$ cat src/rtl/osd_spi_master.sv
// osd_spi_master
//   SPI master for the OSD chip. Sends a command byte followed by 0..256
//   payload bytes that are fetched one byte ahead from an external byte store.
//   SCK idles low. DI changes on the SCK falling edge so the receiver can
//   sample it on the rising edge.
//
// Ports
//   clk        system clock, rising edge
//   reset_n    asynchronous active-low reset
//   start      transfer request, sampled only while idle
//   cmd        command byte, latched when start is accepted
//   len        payload byte count, latched when start is accepted, clamped to 256
//   byte_addr  index of the payload byte being fetched
//   byte_rd    one-cycle fetch strobe for byte_addr
//   byte_in    payload byte, valid on the cycle after byte_rd
//   busy       high from the accepted start until the inter-transfer gap ends
//   done       one-cycle pulse when SPI_SS3 returns high
//   SPI_SCK    serial clock
//   SPI_SS3    OSD chip select, active low
//   SPI_DI     serial data, MSB first
module osd_spi_master #(
  parameter int CLK_DIV = 4,
  parameter int SS_GAP  = 8
) (
  input  logic       clk,
  input  logic       reset_n,
  input  logic       start,
  input  logic [7:0] cmd,
  input  logic [8:0] len,
  output logic [7:0] byte_addr,
  output logic       byte_rd,
  input  logic [7:0] byte_in,
  output logic       busy,
  output logic       done,
  output logic       SPI_SCK,
  output logic       SPI_SS3,
  output logic       SPI_DI
);

  typedef enum logic [2:0] {IDLE, SETUP, SHIFT, LOAD, HOLD, GAP} state_t;

  localparam logic [15:0] LP_HALF    = 16'(CLK_DIV);
  localparam logic [15:0] LP_HALF_M1 = 16'(CLK_DIV - 1);
  localparam logic [15:0] LP_FULL_M1 = 16'(2 * CLK_DIV - 1);
  localparam logic [15:0] LP_GAP_M1  = 16'(SS_GAP - 1);

  state_t      r_state;
  logic [15:0] r_cnt;    // cycle counter within the current phase
  logic [2:0]  r_bit;    // bit index within the current byte (0 = MSB)
  logic [8:0]  r_byte;   // byte index in the transfer, 0 = command byte
  logic [8:0]  r_len;
  logic [7:0]  r_sr;
  logic [7:0]  r_next;   // prefetched payload byte for the next byte slot
  logic        r_rd_d;

  logic [8:0]  w_byte_nx;
  logic        w_more;
  logic        w_fetch_nx;

  assign w_byte_nx  = r_byte + 9'd1;
  // Byte slot r_byte is followed by payload byte r_byte when r_byte < len.
  assign w_more     = (r_byte < r_len);
  assign w_fetch_nx = (w_byte_nx < r_len);

  always_ff @(posedge clk or negedge reset_n) begin
    if (!reset_n) begin
      r_state   <= IDLE;
      r_cnt     <= '0;
      r_bit     <= '0;
      r_byte    <= '0;
      r_len     <= '0;
      r_sr      <= '0;
      r_next    <= '0;
      r_rd_d    <= 1'b0;
      byte_addr <= '0;
      byte_rd   <= 1'b0;
      busy      <= 1'b0;
      done      <= 1'b0;
      SPI_SCK   <= 1'b0;
      SPI_SS3   <= 1'b1;
      SPI_DI    <= 1'b0;
    end else begin
      byte_rd <= 1'b0;
      done    <= 1'b0;
      r_rd_d  <= byte_rd;
      if (r_rd_d) r_next <= byte_in;

      case (r_state)
        IDLE: begin
          if (start) begin
            r_len   <= (len > 9'd256) ? 9'd256 : len;
            r_sr    <= cmd;
            SPI_DI  <= cmd[7];
            SPI_SS3 <= 1'b0;
            busy    <= 1'b1;
            r_cnt   <= '0;
            r_bit   <= '0;
            r_byte  <= '0;
            r_state <= SETUP;
          end
        end

        // The accept cycle plus CLK_DIV low cycles lead into the first rise.
        SETUP: begin
          if (r_cnt == LP_HALF) begin
            r_cnt   <= '0;
            SPI_SCK <= 1'b1;
            r_state <= SHIFT;
            if (w_more) begin
              byte_rd   <= 1'b1;
              byte_addr <= '0;
            end
          end else begin
            r_cnt <= r_cnt + 16'd1;
          end
        end

        // Bits 0..6 of a byte.
        SHIFT: begin
          if (r_cnt == LP_FULL_M1) begin
            r_cnt   <= '0;
            SPI_SCK <= 1'b1;
            r_bit   <= r_bit + 3'd1;
            if (r_bit == 3'd6) r_state <= LOAD;
          end else begin
            r_cnt <= r_cnt + 16'd1;
            if (r_cnt == LP_HALF_M1) begin
              SPI_SCK <= 1'b0;
              SPI_DI  <= r_sr[6];
              r_sr    <= {r_sr[6:0], 1'b0};
            end
          end
        end

        // Bit 7: same timing as SHIFT, but the falling edge swaps in the
        // prefetched byte so consecutive bytes run back to back.
        LOAD: begin
          if (r_cnt == LP_FULL_M1) begin
            r_cnt <= '0;
            r_bit <= '0;
            if (w_more) begin
              r_byte  <= w_byte_nx;
              SPI_SCK <= 1'b1;
              r_state <= SHIFT;
              if (w_fetch_nx) begin
                byte_rd   <= 1'b1;
                byte_addr <= w_byte_nx[7:0];
              end
            end else begin
              r_state <= HOLD;
            end
          end else begin
            r_cnt <= r_cnt + 16'd1;
            if (r_cnt == LP_HALF_M1) begin
              SPI_SCK <= 1'b0;
              if (w_more) begin
                r_sr   <= r_next;
                SPI_DI <= r_next[7];
              end else begin
                SPI_DI <= 1'b0;
              end
            end
          end
        end

        HOLD: begin
          if (r_cnt == LP_HALF_M1) begin
            r_cnt   <= '0;
            SPI_SS3 <= 1'b1;
            done    <= 1'b1;
            r_state <= GAP;
          end else begin
            r_cnt <= r_cnt + 16'd1;
          end
        end

        GAP: begin
          if (r_cnt == LP_GAP_M1) begin
            r_cnt   <= '0;
            busy    <= 1'b0;
            r_state <= IDLE;
          end else begin
            r_cnt <= r_cnt + 16'd1;
          end
        end

        default: r_state <= IDLE;
      endcase
    end
  end

endmodule

$ cat config.mk
export PLATFORM = sky130hd
export DESIGN_NAME = osd_spi_master
export DESIGN_NICKNAME = d
export VERILOG_FILES = /design/src/rtl/osd_spi_master.sv
export SDC_FILE = /design/constraint.sdc
export NUM_CORES = 1
export LEC_CHECK = 0
export ABC_AREA = 0
export CAP_MARGIN = 20
export CORE_UTILIZATION = 43
export CTS_CLUSTER_DIAMETER = 60
export DETAILED_ROUTE_END_ITERATION = 8
export PLACE_DENSITY = 0.7
export SETUP_SLACK_MARGIN = 0.4
export SLEW_MARGIN = 40
export SYNTH_ARGS = -nofsm -noshare
export SYNTH_HDL_FRONTEND = slang
export SYNTH_SLANG_ARGS = --single-unit
export TNS_END_PERCENT = 50
$ cat constraint.sdc
create_clock -name clk -period 7.3 [get_ports clk]
set_input_delay 1.46 -clock clk [delete_from_list [all_inputs] [get_ports clk]]
set_output_delay 1.46 -clock clk [all_outputs]
set_load 0.02 [all_outputs]
==> results of run 1 <==
-- per-stage QoR --
stage                     cells  setup slack (ns)  total power (W)  util, %  hold WS, ns
after floorplan             424              4.64         0.000398        -        0.450
after global placement      577              3.72         0.000422     49.4        0.386
after detailed placement    577              3.81         0.000423     49.7        0.391
after CTS                   593              4.18         0.000776     52.1        0.394
after global routing        593              3.98         0.000795     52.1        0.405
final                       593              4.15         0.000768     52.1        0.389
-- power groups by stage --
stage,combinational [W],clock (W),sequential (W)
after floorplan,0.00000295,0,0.000395
after global placement,0.0000270,0,0.000395
after detailed placement,0.0000274,0,0.000395
after CTS,0.0000276,0.000361,0.000387
after global routing,0.0000303,0.000377,0.000387
final,0.0000268,0.000354,0.000387
-- registers in the layout, indices dropped and copies added, names as in the netlist --
register	cells
SPI_DI	1
r_state	3
r_byte	9
SPI_SCK	1
byte_rd	1
r_cnt	16
busy	1
r_rd_d	1
done	1
SPI_SS3	1
byte_addr	8
r_len	9
r_bit	3
r_sr	7
r_next	8
-- worst reg2reg max path, cell delays in order (launching register included) --
cell	delay, ns
dfrtp_1	0.50
ha_1	0.26
nand3_1	0.19
or3_1	0.44
nand2_1	0.09
ha_1	0.25
nand4_1	0.14
nor2_1	0.06
a21oi_1	0.38
a41o_1	0.25
nand3_2	0.18
a21o_1	0.24
-- worst max-delay path by stage --
stage / from / endpoint / slack, ns / depth (start not counted)
finish: start / r_cnt[13] / 4.15 / 7
global route: r_byte[0] / byte_addr[1] / 3.98 / 12
CTS: start / r_cnt[13] / 4.18 / 7
detailed placement: start / r_cnt[13] / 3.81 / 7
global placement: start / r_len[8] / 3.72 / 3
floorplan: start / r_cnt[15] / 4.64 / 7
-- final cells by class --
cell class | instances | area [µm²] | share of cell area [%]
timing repair buffer | 43 | 424 | 8.82
sequential | 70 | 1750 | 36.5
tap | 129 | 161 | 3.36
multi-input combinational | 311 | 2160 | 44.9
clock inverter | 7 | 97.6 | 2.03
inverter | 24 | 90.1 | 1.87
clock buffer | 9 | 124 | 2.58
-- synth_stat cells, types with 4 or more instances --
cell type	count	area (µm²)
dfrtp_1	69	1730
nand2_1	44	165
o21ai_0	28	140
a21oi_1	25	125
inv_1	24	90.1
ha_1	21	263
nor2_1	21	78.8
nand3_1	20	100
nand2b_1	13	81.3
a21o_1	12	90.1
clkbuf_1	12	45.0
mux2_2	10	113
mux2i_1	9	90.1
nor3_1	8	40.0
xor2_1	8	70.1
nand3_2	7	70.1
o31ai_1	7	52.6
o21ai_1	6	30.0
mux2_1	5	56.3
nor2b_1	5	31.3
o21ai_2	5	43.8
a31oi_1	4	25.0
and2_1	4	25.0
nor3b_1	4	30.0
-- layer usage --
layer | vias to the layer above | global-route usage [%]
met5 | - | 0
met4 | 0 | 7.24
met3 | 9 | 2.95
met2 | 58 | 31.6
met1 | 1538 | 26.2
li1 | 1572 | -
-- cell families (layout without fill, tap and decap cells) --
group / count (synthesis) / in the layout / synth area share [%]
AO/OA/AOI/OAI: 104 / 104 / 16.1
XOR/XNOR: 11 / 11 / 2.36
adder cells (fa/ha/maj): 21 / 21 / 6.43
buffers and inverters: 43 / 83 / 4.71
flip-flops: 70 / 70 / 42.9
multiplexers: 24 / 24 / 6.34
AND/OR/NAND/NOR: 151 / 151 / 21.2
==> results.md, run 1 <==
* Htree depth at 3
* Buffer count from post-CTS setup fixing at 0
* Worst hold stages at 0
* GRT Util Overall at 19.4%
* Design Area, Final at 4810 µm²
* Hold bufs inserted after CTS at 0
* Share of cells above drive strength 1 at 12.7%
* # nets final at 508
* Post-synth EDFFs at 0
* Filler Cells Inserted at 862
* Die Area at 9900 µm²
* Via-per-instance ratio at 5.36
* Num rows at 35
* Critical path, cell by cell: clkdlybuf4s50_1 -> nor2_1 -> a22o_1 -> nor3b_1 -> nand3_1 -> xor2_1 -> a21oi_1
* Synthesized area at 4090 µm²
* Initial Util at 44.2%
* Largest stage delay, worst path at 0.60 ns
* Reg-to-Reg End: byte_addr[5]
* Crit Path Max Fanout at 9
* Final Setup Violations at 0
* Switching Fraction at 22.5%
* Crit path time final at 3.15 ns
* Wire per inst at 14.5 µm
* CTS tree: yes
* Synth async-reset ratio at 100%
* Mean Syn Cell Area at 9.64 µm²
* TritonCTS Buffers at 9
* CP delay by family, top: simple AND/OR/NAND/NOR gates
* Post-Synthesis Cells at 424
* Setup crit end kind: flop
* Slowest-stage cell, CP: clkdlybuf4s50_1
* Die Span Y at 99.5 µm
* Worst-margin pin slew at 0.805 ns
* First-pass GRT wire length at 15200 µm
* Reg2Reg Depth at 11
* Unrepaired setup endpoints after global routing: false
* Initial antenna violation count at 0
* Max-slew violation count at 0
* Relative slew slack at 46.3%
* Min-Delay Startpoint: byte_rd
* Met2 Wirelength at 4040 µm
* Clock power share at 46.1%
* Worst Path Buf+Inv at 1
* Gate power share at 3.5%
* CTS resizes at 0
* Global route overflow at 0
* Worst min path class: flop to flop
* 1st-pass router iterations at 4
* Ys Warns at 0
* Pint at 0.000595 W
* Vias in the first global route at 3210
* # IOs at 42
* Clock root cell: clkbuf_8
* Psw at 0.000173 W
* CTS clk-pin slew, worst paths at 0.09 ns
* WHS Endpoint: r_rd_d
* DRT iter0 DRCs at 220
* Crit path DAT at 3.36 ns
* Routability cong. at 0.888
* Routed vias at 3177
* Leak at 2.20 nW
* Met3 WL at 262 µm
* DRC at 0
* Tcrit/Tclk final at 43.2%
* Critical path class: primary input to flop
* DRT Wirelength at 8620 µm
* FF-to-FF setup slack at 4.22 ns
* Clock Latency Late Sink at 0.36 ns
* Buffers on Ports at 41
* Ys flop type: dfrtp_1
* Power Density at 160 nW/µm²
* Crit start category: primary input
* Met1 wire length at 4210 µm
* MaxCap Viol Count at 0
* CORE AREA at 9240 µm²
* Layout area overhead at 17.7%
* Most frequent cells in the layout: 68 x dfrtp_1, 44 x nand2_1, 40 x clkdlybuf4s50_1
* Commonest non-fill, non-tap cell in the layout: dfrtp_1
* Total nets after synthesis at 473
* FF-to-FF Start: r_byte[0]
* Hold Vio Cnt, Final at 0
* Number of synthesized register bits at 70
* Final ANT Viol Nets at 0
* Setup_tns at 0 ns
* Final HPWL DP at 5950 µm
* Die Wd at 99.5 µm
* Cell variety after synth at 61
* Antenna Cells at 0
* FMAX at 317 MHz
* Largest net degree at the start of global routing at 71
* Status: completed
* Flop pwr share at 50.4%
* Skew final at 0.0114 ns
* Sequential area share after synthesis at 42.9%
* Crit path required time at 7.51 ns
* CTS Sinks at 70
* Peak supply drop at 0.000140 V
* DR top layer: met4
* Clk buf depth at 2
* Area post-placement at 4590 µm²
(Power assumes the default switching activity.)
==> inputs of run 2 (changes only) <==
--- a/config.mk
+++ b/config.mk
@@ -10,7 +10,7 @@
 export CORE_UTILIZATION = 43
 export CTS_CLUSTER_DIAMETER = 60
 export DETAILED_ROUTE_END_ITERATION = 8
-export PLACE_DENSITY = 0.7
+export PLACE_DENSITY = 0.73
 export SETUP_SLACK_MARGIN = 0.4
 export SLEW_MARGIN = 40
 export SYNTH_ARGS = -nofsm -noshare
==> constraint.sdc (replaced) <==
create_clock -name clk -period 2.8 [get_ports clk]
set_input_delay 0.56 -clock clk [delete_from_list [all_inputs] [get_ports clk]]
set_output_delay 0.56 -clock clk [all_outputs]
set_load 0.02 [all_outputs]
==> run 2 against run 1 <==
Compared with the run above: final area increased by 11%; register-to-register slack got worse by 4.0 ns; power increased to 2.6 times the previous value; critical path depth decreased by 1.
==> results.md, run 2 (same netlist as run 1, synthesis figures left out) <==
* CORE AREA at 9240 µm² (unchanged)
* Relative slew slack at 62.6% (+16 points)
* Power Density at 372 nW/µm² (+130%)
* # nets final at 547 (+7.7%)
* 1st-pass router iterations at 4 (unchanged)
* Largest Register: r_cnt
* Setup_tns at 0 ns (unchanged)
* Dpl ws at 0.137 ns (-3.68 ns)
* Unrepaired setup endpoints after global routing: true
* Vias in the first global route at 3533 (+10%)
* Setup slack after layout at 0.237 ns (-3.91 ns)
* Clock root cell: clkbuf_8
* Leak at 2.42 nW (+10%)
* DRT Wirelength at 9880 µm (+15%)
* Wire per inst at 15.6 µm (+7.5%)
* Crit path time final at 2.56 ns
* FF-to-FF setup slack at 0.24 ns (-3.98 ns)
* Reg2Reg Depth at 6 (-5)
* Flop pwr share at 50.7% (+0.3 points)
* Crit path DAT at 2.86 ns (-0.50 ns)
* Largest net degree at the start of global routing at 42 (-41%)
* Crit path required time at 3.10 ns (-4.41 ns)
* GRT Util Overall at 20.9% (+1.5 points)
* Number of flip-flops in the largest register at 16 (unchanged)
* Routed vias at 3451 (+8.6%)
* Die Span Y at 99.5 µm (unchanged)
* Filler Cells Inserted at 757 (-12%)
* Layout area overhead at 30.9%
* DRC at 0 (unchanged)
* Overall power at 0.00199 W (+160%)
* Buffers on Ports at 41 (unchanged)
* Clk buf depth at 2 (unchanged)
* Psw at 0.000437 W (+150%)
* Final HPWL DP at 6400 µm (+7.6%)
* Routability cong. at 0.835 (-5.9%)
* Global route overflow at 0 (unchanged)
* Reg area at 1760 µm² (+0.36%)
* Worst-margin pin slew at 0.558 ns (-0.247 ns)
* Clock Latency Late Sink at 0.36 ns (about the same)
* Initial antenna violation count at 0 (unchanged)
* Crit start category: flop
* Crit Path Max Fanout at 8 (-1)
* Area of the multi-input gates at 2360 µm² (+9.4%)
* MaxCap Viol Count at 0 (unchanged)
* Die Area at 9900 µm² (unchanged)
* Switching Fraction at 21.9% (-0.56 points)
* Critical path class: flop to flop
* # IOs at 42 (unchanged)
* Commonest non-fill, non-tap cell in the layout: dfrtp_1
* Max-slew violation count at 0 (unchanged)
* Largest registers: r_cnt x16, r_byte x9, r_len x9
* Peak supply drop at 0.000322 V (+130%)
* Hold Vio Cnt, Final at 0 (unchanged)
* Final ANT Viol Nets at 0 (unchanged)
* CTS Sinks at 70 (unchanged)
* TritonCTS Buffers at 9 (unchanged)
* First-pass GRT wire length at 16200 µm (+6.7%)
* CTS tree: yes
* Clock power share at 45.7% (-0.4 points)
* Hold bufs inserted after CTS at 0 (unchanged)
* Setup crit end kind: flop
* Via-per-instance ratio at 5.46 (+1.9%)
* Most frequent cells in the layout: 63 x dfrtp_1, 41 x nand2_1, 40 x clkdlybuf4s50_1
* Share of cells above drive strength 1 at 26.4% (+14 points)
* Status: completed
* Pint at 0.00155 W (+160%)
* Die Wd at 99.5 µm (unchanged)
* Final Setup Violations at 0 (unchanged)
* Worst min path class: primary input to async pin
* FMAX at 390 MHz
* Skew final at 0.0101 ns (-0.00129 ns)
* Gate power share at 3.6% (about the same)
* Tcrit/Tclk final at 91.5%
* DRT iter0 DRCs at 140 (-36%)
* Antenna Cells at 0 (unchanged)
* CTS clk-pin slew, worst paths at 0.08 ns (about the same)
* Num rows at 35 (unchanged)
* Htree depth at 3 (unchanged)
* Initial Util at 44.2% (unchanged)
[run 2: cell types whose count changed in the layout (fill, tap and decap cells not counted), sizes merged]
cell,before,now
inv,25,24
clkinv,2,4
clkinvlp,2,1
buf,3,42
[run 2: critical path, cell delays in order (launching register included)]
cell and delay, ns:
dfrtp_1 0.40, or4_4 0.60, or4_4 0.61, nor4_4 0.37, nand4b_4 0.25, a21oi_2 0.19
a21o_1 0.09
[run 2: worst paths after layout]
path | startpoint | to
max | r_cnt[15] | byte_addr[6]
min | reset_n | r_len[1]
max reg2reg | r_cnt[15] | byte_addr[6]
min reg2reg | byte_rd | r_rd_d
max in group asynchronous | reset_n | SPI_SS3
min in group clk | byte_rd | r_rd_d
[run 2: area by class of cell]
type                    count  share of cell area (%)
clock buffers               9                    2.32
multi-input cells         311                    44.2
repair buffers             82                    14.1
clock inverters             7                    1.85
inverters                  24                    1.68
flip-flops and latches     70                    32.9
well taps                 129                    3.02
[run 2: power by group through the flow]
stage,Sequential [W],Combinational [W],Clock (W)
after floorplan,0.00103,0.00000768,0
after global placement,0.00103,0.0000715,0
after detailed placement,0.00103,0.0000729,0
after CTS,0.00101,0.0000733,0.000926
after global routing,0.00101,0.0000803,0.000968
final,0.00101,0.0000715,0.000909
[run 2: stage by stage]
step / hold WS [ns] / area [µm²] / utilization, % / instances
floorplan: 0.264 / 4130 / - / 424
global placement: 0.381 / 4680 / 50.6 / 585
detailed placement: 0.380 / 4680 / 50.6 / 585
CTS: 0.280 / 5180 / 56.1 / 622
global route: 0.167 / 5350 / 57.9 / 632
finish: 0.135 / 5350 / 57.9 / 632
[run 2: routing by layer]
metal	track usage (%)	vias up	share of wire (%)
li1	-	1649	-
met1	26.1	1686	44
met2	35.6	96	50
met3	3.87	20	3.7
met5	0	-	0
met4	8.60	0	2.3
[run 2: what timing repair did]
action | CTS | global route
pin swaps | 21 | 14
buffers inserted | 19 | 10
cloned | 2 | 0
setup endpoints to repair | 28 | 45
gates resized for setup | 30 | 18
